$ cat config.mk
export PLATFORM = sky130hd
export DESIGN_NAME = tick_monitor
export DESIGN_NICKNAME = d
export VERILOG_FILES = /design/src/rtl/tick_monitor.sv
export SDC_FILE = /design/constraint.sdc
export NUM_CORES = 1
export LEC_CHECK = 0
export CAP_MARGIN = 10
export CORE_ASPECT_RATIO = 0.75
export CORE_UTILIZATION = 40
export DETAILED_ROUTE_END_ITERATION = 8
export PLACE_DENSITY_LB_ADDON = 0.15
export SLEW_MARGIN = 20
export SYNTH_ARGS = -nofsm -noshare
export SYNTH_HDL_FRONTEND = slang
export SYNTH_SLANG_ARGS = --single-unit
$ cat constraint.sdc
create_clock -name clk -period 3.05 [get_ports clk]
set_clock_uncertainty 0.05 [all_clocks]
set_input_delay 0.915 -clock clk [delete_from_list [all_inputs] [get_ports clk]]
set_output_delay 0.915 -clock clk [all_outputs]
set_load 0.02 [all_outputs]
$ cat src/rtl/tick_monitor.sv
// tick_monitor: measures the interval between tick pulses, flags early/late ticks and latches a fault after repeated misses
module tick_monitor #(
  parameter int NOMINAL_PERIOD = 100_000_000,
  parameter int TOLERANCE = 1000,
  parameter int MISS_LIMIT = 3,
  localparam int PW = $clog2(NOMINAL_PERIOD + TOLERANCE + 2),
  localparam int MW = $clog2(MISS_LIMIT + 1)
) (
  input  logic          clk,
  input  logic          rst,
  input  logic          en,
  input  logic          pulse_in,
  input  logic          clear_fault,
  output logic [PW-1:0] period,
  output logic          period_valid,
  output logic          early,
  output logic          late,
  output logic [MW-1:0] miss_cnt,
  output logic          fault
);
  typedef enum logic [1:0] {IDLE, SYNC, TRACK, FAULT} state_t;
  localparam logic [PW-1:0] MAXC = PW'(NOMINAL_PERIOD + TOLERANCE);
  localparam logic [PW-1:0] MINP = PW'(NOMINAL_PERIOD - TOLERANCE);
  localparam logic [MW-1:0] LIM = MW'(MISS_LIMIT);
  state_t state;
  logic [PW-1:0] cnt, cnt_nx;
  logic [MW-1:0] miss_nx;
  logic timeout, short_iv, bad;
  assign cnt_nx = cnt + PW'(1);
  assign miss_nx = miss_cnt + MW'(1);
  assign timeout = cnt == MAXC;
  assign short_iv = cnt_nx < MINP;
  // a pulse on the timeout cycle is a late tick, not a separate timeout
  assign bad = pulse_in ? (state == TRACK && (short_iv || timeout)) : timeout;
  always_ff @(posedge clk or posedge rst) begin
    if (rst) begin
      state <= IDLE;
      cnt <= '0;
      period <= '0;
      period_valid <= 1'b0;
      early <= 1'b0;
      late <= 1'b0;
      miss_cnt <= '0;
      fault <= 1'b0;
    end else begin
      period_valid <= 1'b0;
      early <= 1'b0;
      late <= 1'b0;
      if (!en) begin
        state <= IDLE;
        cnt <= '0;
        miss_cnt <= '0;
        fault <= 1'b0;
      end else begin
        case (state)
          IDLE: begin
            state <= SYNC;
            cnt <= '0;
          end
          FAULT: begin
            cnt <= '0;
            if (clear_fault) begin
              state <= SYNC;
              miss_cnt <= '0;
              fault <= 1'b0;
            end
          end
          default: begin
            cnt <= (pulse_in || timeout) ? '0 : cnt_nx;
            if (pulse_in && state == SYNC) state <= TRACK;
            if (pulse_in && state == TRACK) begin
              period <= cnt_nx;
              period_valid <= 1'b1;
              early <= short_iv;
              late <= timeout;
            end else if (!pulse_in && timeout) begin
              late <= 1'b1;
            end
            if (bad) begin
              miss_cnt <= miss_nx;
              if (miss_nx == LIM) begin
                state <= FAULT;
                fault <= 1'b1;
              end
            end else if (pulse_in && state == TRACK) begin
              miss_cnt <= '0;
            end
          end
        endcase
      end
    end
  end
endmodule

Word-level counts from Yosys, hierarchy flattened
Cells that the tools add are included.
- bitwise logic cells: 1
- add/sub/neg operators: 2
- magnitude comparators: 1
- eq/ne operators: 10
- reductions and logical operators: 12
- muxes and demuxes: 30
- operator list (operator ; number):
    $mux W27 ; 3
    $add A27 B1 Y27 const B ; 1
    $eq A27 B27 Y1 const B ; 1
    $lt A27 B27 Y1 const B ; 1
    $mux W2 ; 9
    $mux W1 ; 15
    $pmux W2 S2 ; 2
    $eq A2 B2 Y1 const B ; 3
    $ne A3 B1 Y1 const B ; 2
    $reduce_and A3 Y1 ; 2
    $logic_and A1 B1 Y1 ; 4
    $ne A4 B1 Y1 const B ; 1
    $reduce_and A4 Y1 ; 1
    $ne A3 B3 Y1 const B ; 1
    $add A2 B1 Y2 const B ; 1
    $eq A2 B1 Y1 const B ; 1
    $logic_not A2 Y1 ; 1
    $logic_or A1 B1 Y1 ; 2
    $ne A2 B2 Y1 const B ; 1
    $pmux W1 S2 ; 1
    $reduce_or A2 Y1 ; 1
    $logic_not A1 Y1 ; 1
    $not A1 Y1 ; 1
- input port bits: 5
- register bits after elaboration: 62
- output and inout port bits: 33
- logic and storage cells: 64

Longest topological paths before layout
Gate-level depths: netlist of the first run.
- word-level depth: 8
- mapped depth: 11
- depth with buffers taken out: 10

Worst setup path before layout of the first run
OpenSTA, ideal clock, no wires.
- kind: reg2reg
- from: register cnt[0]
- to: register miss_cnt[1]
- arrival: 2276 ps
- clock period less this slack: 2464 ps
- setup slack: 586 ps
- setup time: 138 ps
- cell stages (with the launch flop): 12
- cells stage by stage: dfrtp_1 ha_1 and3_1 buf_4 and3_1 buf_4 o211ai_1 a31oi_1 nor4b_2 o22ai_1 a21oi_2 o22ai_1
- word-level cells in the longest chain between the ends: 8
- elaborated cells between the ends (all ways): 11
- those cells by class: add/sub (1); order compare (1); eq/ne (2); mux (4); reduce/logical (3)
- ends and longest elaborated chain (element ; line ; text):
    from (decl) ; 26 ; logic [PW-1:0] cnt, cnt_nx;
    from (signal assigned) ; 69 ; cnt <= (pulse_in || timeout) ? '0 : cnt_nx;
    $add A27 B1 Y27 ; 29 ; assign cnt_nx = cnt + PW'(1);
    $lt A27 B27 Y1 ; 32 ; assign short_iv = cnt_nx < MINP;
    $logic_or A1 B1 Y1 ; 34 ; assign bad = pulse_in ? (state == TRACK && (short_iv || timeout)) : timeout;
    $logic_and A1 B1 Y1 ; 34 ;
    $mux W1 (*) ; 34 ;
    $mux W2 ; 79 ; if (bad) begin
    $pmux W2 S2 ; 55 ; case (state)
    $mux W2 ; 49 ; if (!en) begin
    to (signal assigned) ; 80 ; miss_cnt <= miss_nx;
    to (decl) ; 18 ; output logic [MW-1:0] miss_cnt,
Every way passes the cells marked *; elsewhere a longest branch is shown, timed or not.
A chain may end at the register's enable or synchronous reset.

Worst setup path in the final report of the first run
Same ends and word-level chain as after synthesis.

==> flow_metrics.tcl, run 1 <==
set metrics [dict create \
    end_kind "register" \
    num_vias 2695 \
    drt_iter0_markers 153 \
    cts_max_path_buffers 2 \
    track_usage 0.184 \
    final_hold_viol_count 0 \
    grt_first_pass_wirelength_mm 12.3 \
    synth_nets 368 \
    irDropWorstVdd_uv 297 \
    timing.reg2reg.setup_slack_ns 0.29 \
    rows 28 \
    die_x_um 107 \
    postSynthAreaPerCell_um2 9.24 \
    cp.required_ns 3.20 \
    root_buffer "clkbuf_8" \
    critPathLaunchType "register" \
    dpl.cell_count 479 \
    hold_buffers 0 \
    areaGrowthSynthToFinish_pct 19.7 \
    timing.final.crit_share 0.906 \
    final_cells 495 \
    slew_headroom 0.660 \
    multiInputGateArea_um2 1570 \
    ys_seq_elements 62 \
    fillerInstances 789 \
    io_pins 38 \
    final_common_cell "dfrtp_1" \
    timing.fmax_ghz 0.362 \
    drt.antenna.violating_nets 0 \
    die_area_um2 8600 \
    clk_pin_slew_worst_paths_ns 0.07 \
    rsz0062_at_grt "no" \
    clk_latency_ns 0.34 \
    slew_violations 0 \
    grt_antenna_before_repair 0 \
    synth_top_family_by_area "simple AND/OR/NAND/NOR gates" \
    synth.distinct_cells 59 \
    syn_area_um2 3290 \
    grt_pass1_vias 2496 \
    synthCells 356 \
    die_h_um 80.6 \
    start_util 0.416 \
    tns_ns 0 \
    synth_edf_count 0 \
    cts_buffers 9 \
    mostFrequentLayoutCells "dfrtp_1 (62), nand2_1 (43), nor2_1 (41)" \
    place.gp.congestion 0.845 \
    synth_compound_area_frac 0.133 \
    seq_area_frac_synth 0.471 \
    avgViaCountPerCell 5.44 \
    synth_adder_area_share 0.0266 \
    max_cap_violations 0 \
    worstSetupPathType "reg -> reg" \
    finalSetupViolCount 0 \
    wl_mm 7.07 \
    dp.final_hpwl_mm 5.02 \
    diodes 0 \
    grt_max_degree 63 \
    grt_overflow 0 \
    htreeDepth 3 \
    synth_warnings 0 \
    synth_mux_area_frac 0.00304 \
    drcViolationCount 0 \
    ys.flop_type "dfrtp_1" \
    wl_per_cell_um 14.3 \
    tightest_slew_ns 0.505 \
    synth_simple_gate_area_frac 0.251 \
    p_leak_nw 1.57 \
    clock_sinks 62 \
    portBuffers 37 \
    drt-pass1-iter-count 5 \
    ff_latch_area_um2 1550 \
    synthXorXnorAreaFrac 0.0612 \
    final_net_count 397 \
    status "finished, final reports clean" \
    power.density_nw_per_um2 421 \
    drive_gt1_frac 0.100 \
    holdCritPathClass "reg -> reg" \
    total_power_mw 1.66 \
    fin_crit_ns 2.76 \
    core_um2 7920 \
    cts_tree "done" \
    final_core_util 0.498 \
    async_flop_share 1.00 \
    critPathArrivalTime_ns 2.92 \
    critPathMaxFanout 8 \
]
==> where the power goes <==
group | total [mW] | internal, mW | leakage (nW) | switching (mW)
sequential | 0.834 | 0.828 | 0.864 | 0.00571
clock | 0.744 | 0.420 | 0.0976 | 0.324
combinational | 0.0808 | 0.0296 | 0.608 | 0.0511
total | 1.66 | 1.28 | 1.57 | 0.381
==> worst paths after layout <==
| kind | startpoint | to | cells past startpoint |
|---|---|---|---|
| worst max-delay path | cnt[0]$_DFF_PP0_ | miss_cnt[1]$_DFFE_PP0P_ | 9 |
| worst min-delay path | period[19]$_DFFE_PP0P_ | period[19]$_DFFE_PP0P_ | 2 |
| worst max register to register | cnt[0]$_DFF_PP0_ | miss_cnt[1]$_DFFE_PP0P_ | 9 |
| worst min register to register | period[19]$_DFFE_PP0P_ | period[19]$_DFFE_PP0P_ | 2 |
| max in group asynchronous | rst | period[17]$_DFFE_PP0P_ | 3 |
| min in group asynchronous | rst | period[4]$_DFFE_PP0P_ | 3 |
==> cells by family after synthesis <==
kind of cell,Yosys count
AND/OR/NAND/NOR,157
AO/OA/AOI/OAI,69
XOR/XNOR,23
adder cells (fa/ha/maj),7
buffers and inverters,37
flip-flops,62
multiplexers,1
==> critical path, stage by stage (launching register included) <==
cell and delay, ns:
dfrtp_1 0.48, ha_1 0.29, and3_2 0.31, nand3_2 0.21, nor4_2 0.37, o221ai_2 0.15
nor4b_2 0.28, o22ai_1 0.13, a21oi_2 0.23, o22ai_1 0.13
==> registers in the layout, summed over array words and instances (netlist names) <==
name / count
cnt: 27
period: 27
miss_cnt: 2
state: 2
early: 1
fault: 1
late: 1
period_valid: 1
==> cell type report <==
class | count | area share
well taps | 105 | 0.0333
inverters | 11 | 0.0105
flip-flops and latches | 62 | 0.394
multi-input cells | 257 | 0.399
clock buffers | 11 | 0.0384
clock inverters | 5 | 0.0146
repair buffers | 44 | 0.111
==> per-layer routing <==
layer,up-vias,global-route usage,routed length (um)
li1,1313,-,-
met1,1310,0.264,3600
met2,65,0.262,3070
met3,7,0.0674,339
met4,0,0.0397,60
met5,-,0,0
==> stage by stage <==
stage	instance area [um^2]	hold slack, ns	worst slack, ns
after floorplan	3290	0.485	0.544
after detailed placement	3720	0.420	0.128
after global routing	3940	0.459	0.0212
after CTS	3930	0.435	0.0920
after global placement	3720	0.410	0.254
final	3940	0.427	0.286
==> repair_timing <==
action | CTS | global route
setup buffers | 0 | 0
resized for setup | 0 | 3
hold endpoints to repair | 0 | 0
endpoints found under the setup margin | 0 | 5
==> cell usage after synthesis (all sizes together) (2+ instances only) <==
library cell,number,area [um^2]
nor2b,3,18.8
buf,14,88.8
nand4,11,75.1
nand3,18,95.1
nor4b,4,41.3
a31oi,6,37.5
a21oi,3,18.8
xor2,13,114
o21ai,37,185
nor4bb,2,20.0
nand2,44,173
a31o,2,17.5
nor4,6,52.6
ha,7,87.6
or3,4,25.0
o31a,2,17.5
clkbuf,12,46.3
nand3b,3,22.5
dfrtp,62,1550
o22ai,6,37.5
xnor2,10,87.6
nor3,3,15.0
and2,2,12.5
and3,7,43.8
inv,11,41.3
nor2,41,154
and4,3,28.8
No activity file was read; power rests on OpenSTA's default activity.
==> inputs of run 2 (changes only) <==
Settings changed: CTS_CLUSTER_SIZE set to 16.
==> results of run 2 <==
Final layout, timing and power as in run 1 (identical DEF).
==> inputs of run 3 (changes only) <==
Settings changed: RECOVER_POWER set to 100.
==> run 3 against run 2 <==
The run now ends with max-capacitance violations left. Total power down 0.44%. Hold slack lost 0.0059 ns. Worst setup slack got worse by 0.025 ns. Core utilization decreased by 0.36 points. Die area unchanged. Highest routed layer unchanged. First-iteration DRC count is 15% lower. Sequential share of layout area rose by 0.29 points.
==> flow_metrics.tcl, run 3 (same netlist as run 1, synthesis figures left out) <==
set metrics [dict create \
    critPathMaxFanout 8 \
    worstSetupPathType "reg -> reg" \
    status "finished, violations left" \
    core_um2 7920 \
    cts_buffers 9 \
    wl_mm 7.07 \
    irDropWorstVdd_uv 297 \
    holdPathStages 2 \
    slew_violations 0 \
    drcViolationCount 0 \
    dp.final_hpwl_mm 5.02 \
    io_pins 38 \
    drt-pass1-iter-count 4 \
    p_int_mw 1.27 \
    die_x_um 107 \
    grt_first_pass_wirelength_mm 12.3 \
    violations "max-capacitance violations" \
    max_cap_violations 1 \
    grt_antenna_before_repair 0 \
    critPathLaunchType "register" \
    clk_pin_slew_worst_paths_ns 0.07 \
    clk_latency_ns 0.34 \
    final_hold_viol_count 0 \
    start_util 0.416 \
    final_net_count 397 \
    reg2reg_depth 9 \
    cp-startpoint "cnt[0]$_DFF_PP0_" \
    drive_gt1_frac 0.0897 \
    fin_crit_ns 2.79 \
    hold_buffers 0 \
    num_vias 2691 \
    tightest_slew_ns 1.49 \
    final_common_cell "dfrtp_1" \
    portBuffers 37 \
    areaGrowthSynthToFinish_pct 18.9 \
    drt.antenna.violating_nets 0 \
    largestRegisters "cnt x27, period x27" \
    timing.rr.start "cnt[0]$_DFF_PP0_" \
    timing.fmax_ghz 0.359 \
    slew_headroom 0.00834 \
    clock_sinks 62 \
    timing.reg2reg.setup_slack_ns 0.26 \
    p_leak_nw 1.67 \
    timing.final.crit_share 0.915 \
    holdCritPathClass "reg -> reg" \
    power.density_nw_per_um2 422 \
    tns_ns 0 \
    grt_overflow 0 \
    end_kind "register" \
    cp.required_ns 3.20 \
    combPwrFrac 0.045 \
    diodes 0 \
    cp-endpoint "miss_cnt[1]$_DFFE_PP0P_" \
    rows 28 \
    clockPowerShare 0.450 \
    mostFrequentLayoutCells "dfrtp_1 (62), nand2_1 (43), nor2_1 (41)" \
    place.gp.congestion 0.845 \
    htreeDepth 3 \
    p_sw_mw 0.379 \
    critPathArrivalTime_ns 2.94 \
    avgViaCountPerCell 5.44 \
    dpl.cell_count 479 \
    drt_iter0_markers 130 \
    seqPwrFrac 0.505 \
    final_cells 495 \
    fillerInstances 794 \
    cts_tree "done" \
    cts_max_path_buffers 2 \
    grt_max_degree 63 \
    wl_per_cell_um 14.3 \
    r2r_end "miss_cnt[1]$_DFFE_PP0P_" \
    rsz0062_at_grt "no" \
    grt_pass1_vias 2496 \
    die_area_um2 8600 \
    root_buffer "clkbuf_8" \
    swShare 0.229 \
    track_usage 0.184 \
    die_h_um 80.6 \
    finalSetupViolCount 0 \
]
-- run 3: changes by cell type in the layout (fill, tap and decap cells not counted), moves of 3 or more --
cell	before	now
clkbuf_1	0	3
dlygate4sd3_1	0	34
buf_4	6	2
clkdlybuf4s50_1	37	3
-- run 3: cell type report --
| class | instances | area (um^2) | area share |
|---|---|---|---|
| clock inverter | 5 | 57.6 | 0.0147 |
| tap | 105 | 131 | 0.0336 |
| multi-input combinational | 257 | 1570 | 0.402 |
| sequential | 62 | 1550 | 0.397 |
| inverter | 11 | 41.3 | 0.0106 |
| timing repair buffer | 44 | 407 | 0.104 |
| clock buffer | 11 | 151 | 0.0387 |
-- run 3: how the worst min path moves through the flow --
stage | to | from | slack [ns]
global route | period[11]$_DFFE_PP0P_ | period[11]$_DFFE_PP0P_ | 0.45
floorplan | cnt[0]$_DFF_PP0_ | cnt[0]$_DFF_PP0_ | 0.49
detailed placement | period[15]$_DFFE_PP0P_ | period[15]$_DFFE_PP0P_ | 0.42
finish | period[13]$_DFFE_PP0P_ | period[13]$_DFFE_PP0P_ | 0.42
global placement | period[19]$_DFFE_PP0P_ | period[19]$_DFFE_PP0P_ | 0.41
CTS | period[15]$_DFFE_PP0P_ | period[15]$_DFFE_PP0P_ | 0.44
-- run 3: per-stage QoR --
step	power [mW]	setup WS, ns	hold WS (ns)	cell area (um^2)	utilization
global route	1.73	0.0328	0.454	3910	0.494
global placement	0.932	0.254	0.410	3720	0.470
floorplan	0.899	0.544	0.485	3290	-
finish	1.65	0.261	0.421	3910	0.494
CTS	1.68	0.0920	0.435	3930	0.497
detailed placement	0.933	0.128	0.420	3720	0.470
-- run 3: per-layer routing --
| layer | vias to the layer above | track usage | wire length [um] |
|---|---|---|---|
| li1 | 1316 | - | - |
| met1 | 1309 | 0.264 | 3590 |
| met2 | 61 | 0.262 | 3070 |
| met3 | 5 | 0.0674 | 349 |
| met4 | 0 | 0.0397 | 57 |
| met5 | - | 0 | 0 |
-- run 3: critical path: stages, from the launching register on --
cell	delay [ns]
dfrtp_1	0.48
ha_1	0.29
and3_2	0.31
nand3_2	0.20
nor4_2	0.38
o221ai_2	0.15
nor4b_2	0.29
o22ai_1	0.13
a21oi_2	0.23
o22ai_1	0.12
-- run 3: power groups by stage --
| stage | combinational, mW | clock (mW) | sequential [mW] |
|---|---|---|---|
| final | 0.0749 | 0.743 | 0.834 |
| after global routing | 0.0874 | 0.804 | 0.834 |
| after CTS | 0.0835 | 0.767 | 0.834 |
| after detailed placement | 0.0833 | 0 | 0.850 |
| after global placement | 0.0823 | 0 | 0.849 |
| after floorplan | 0.0467 | 0 | 0.853 |
-- run 3: what timing repair did --
action,CTS,global route
setup endpoints to repair,0,5
buffers inserted,0,0
gates resized for setup,0,3
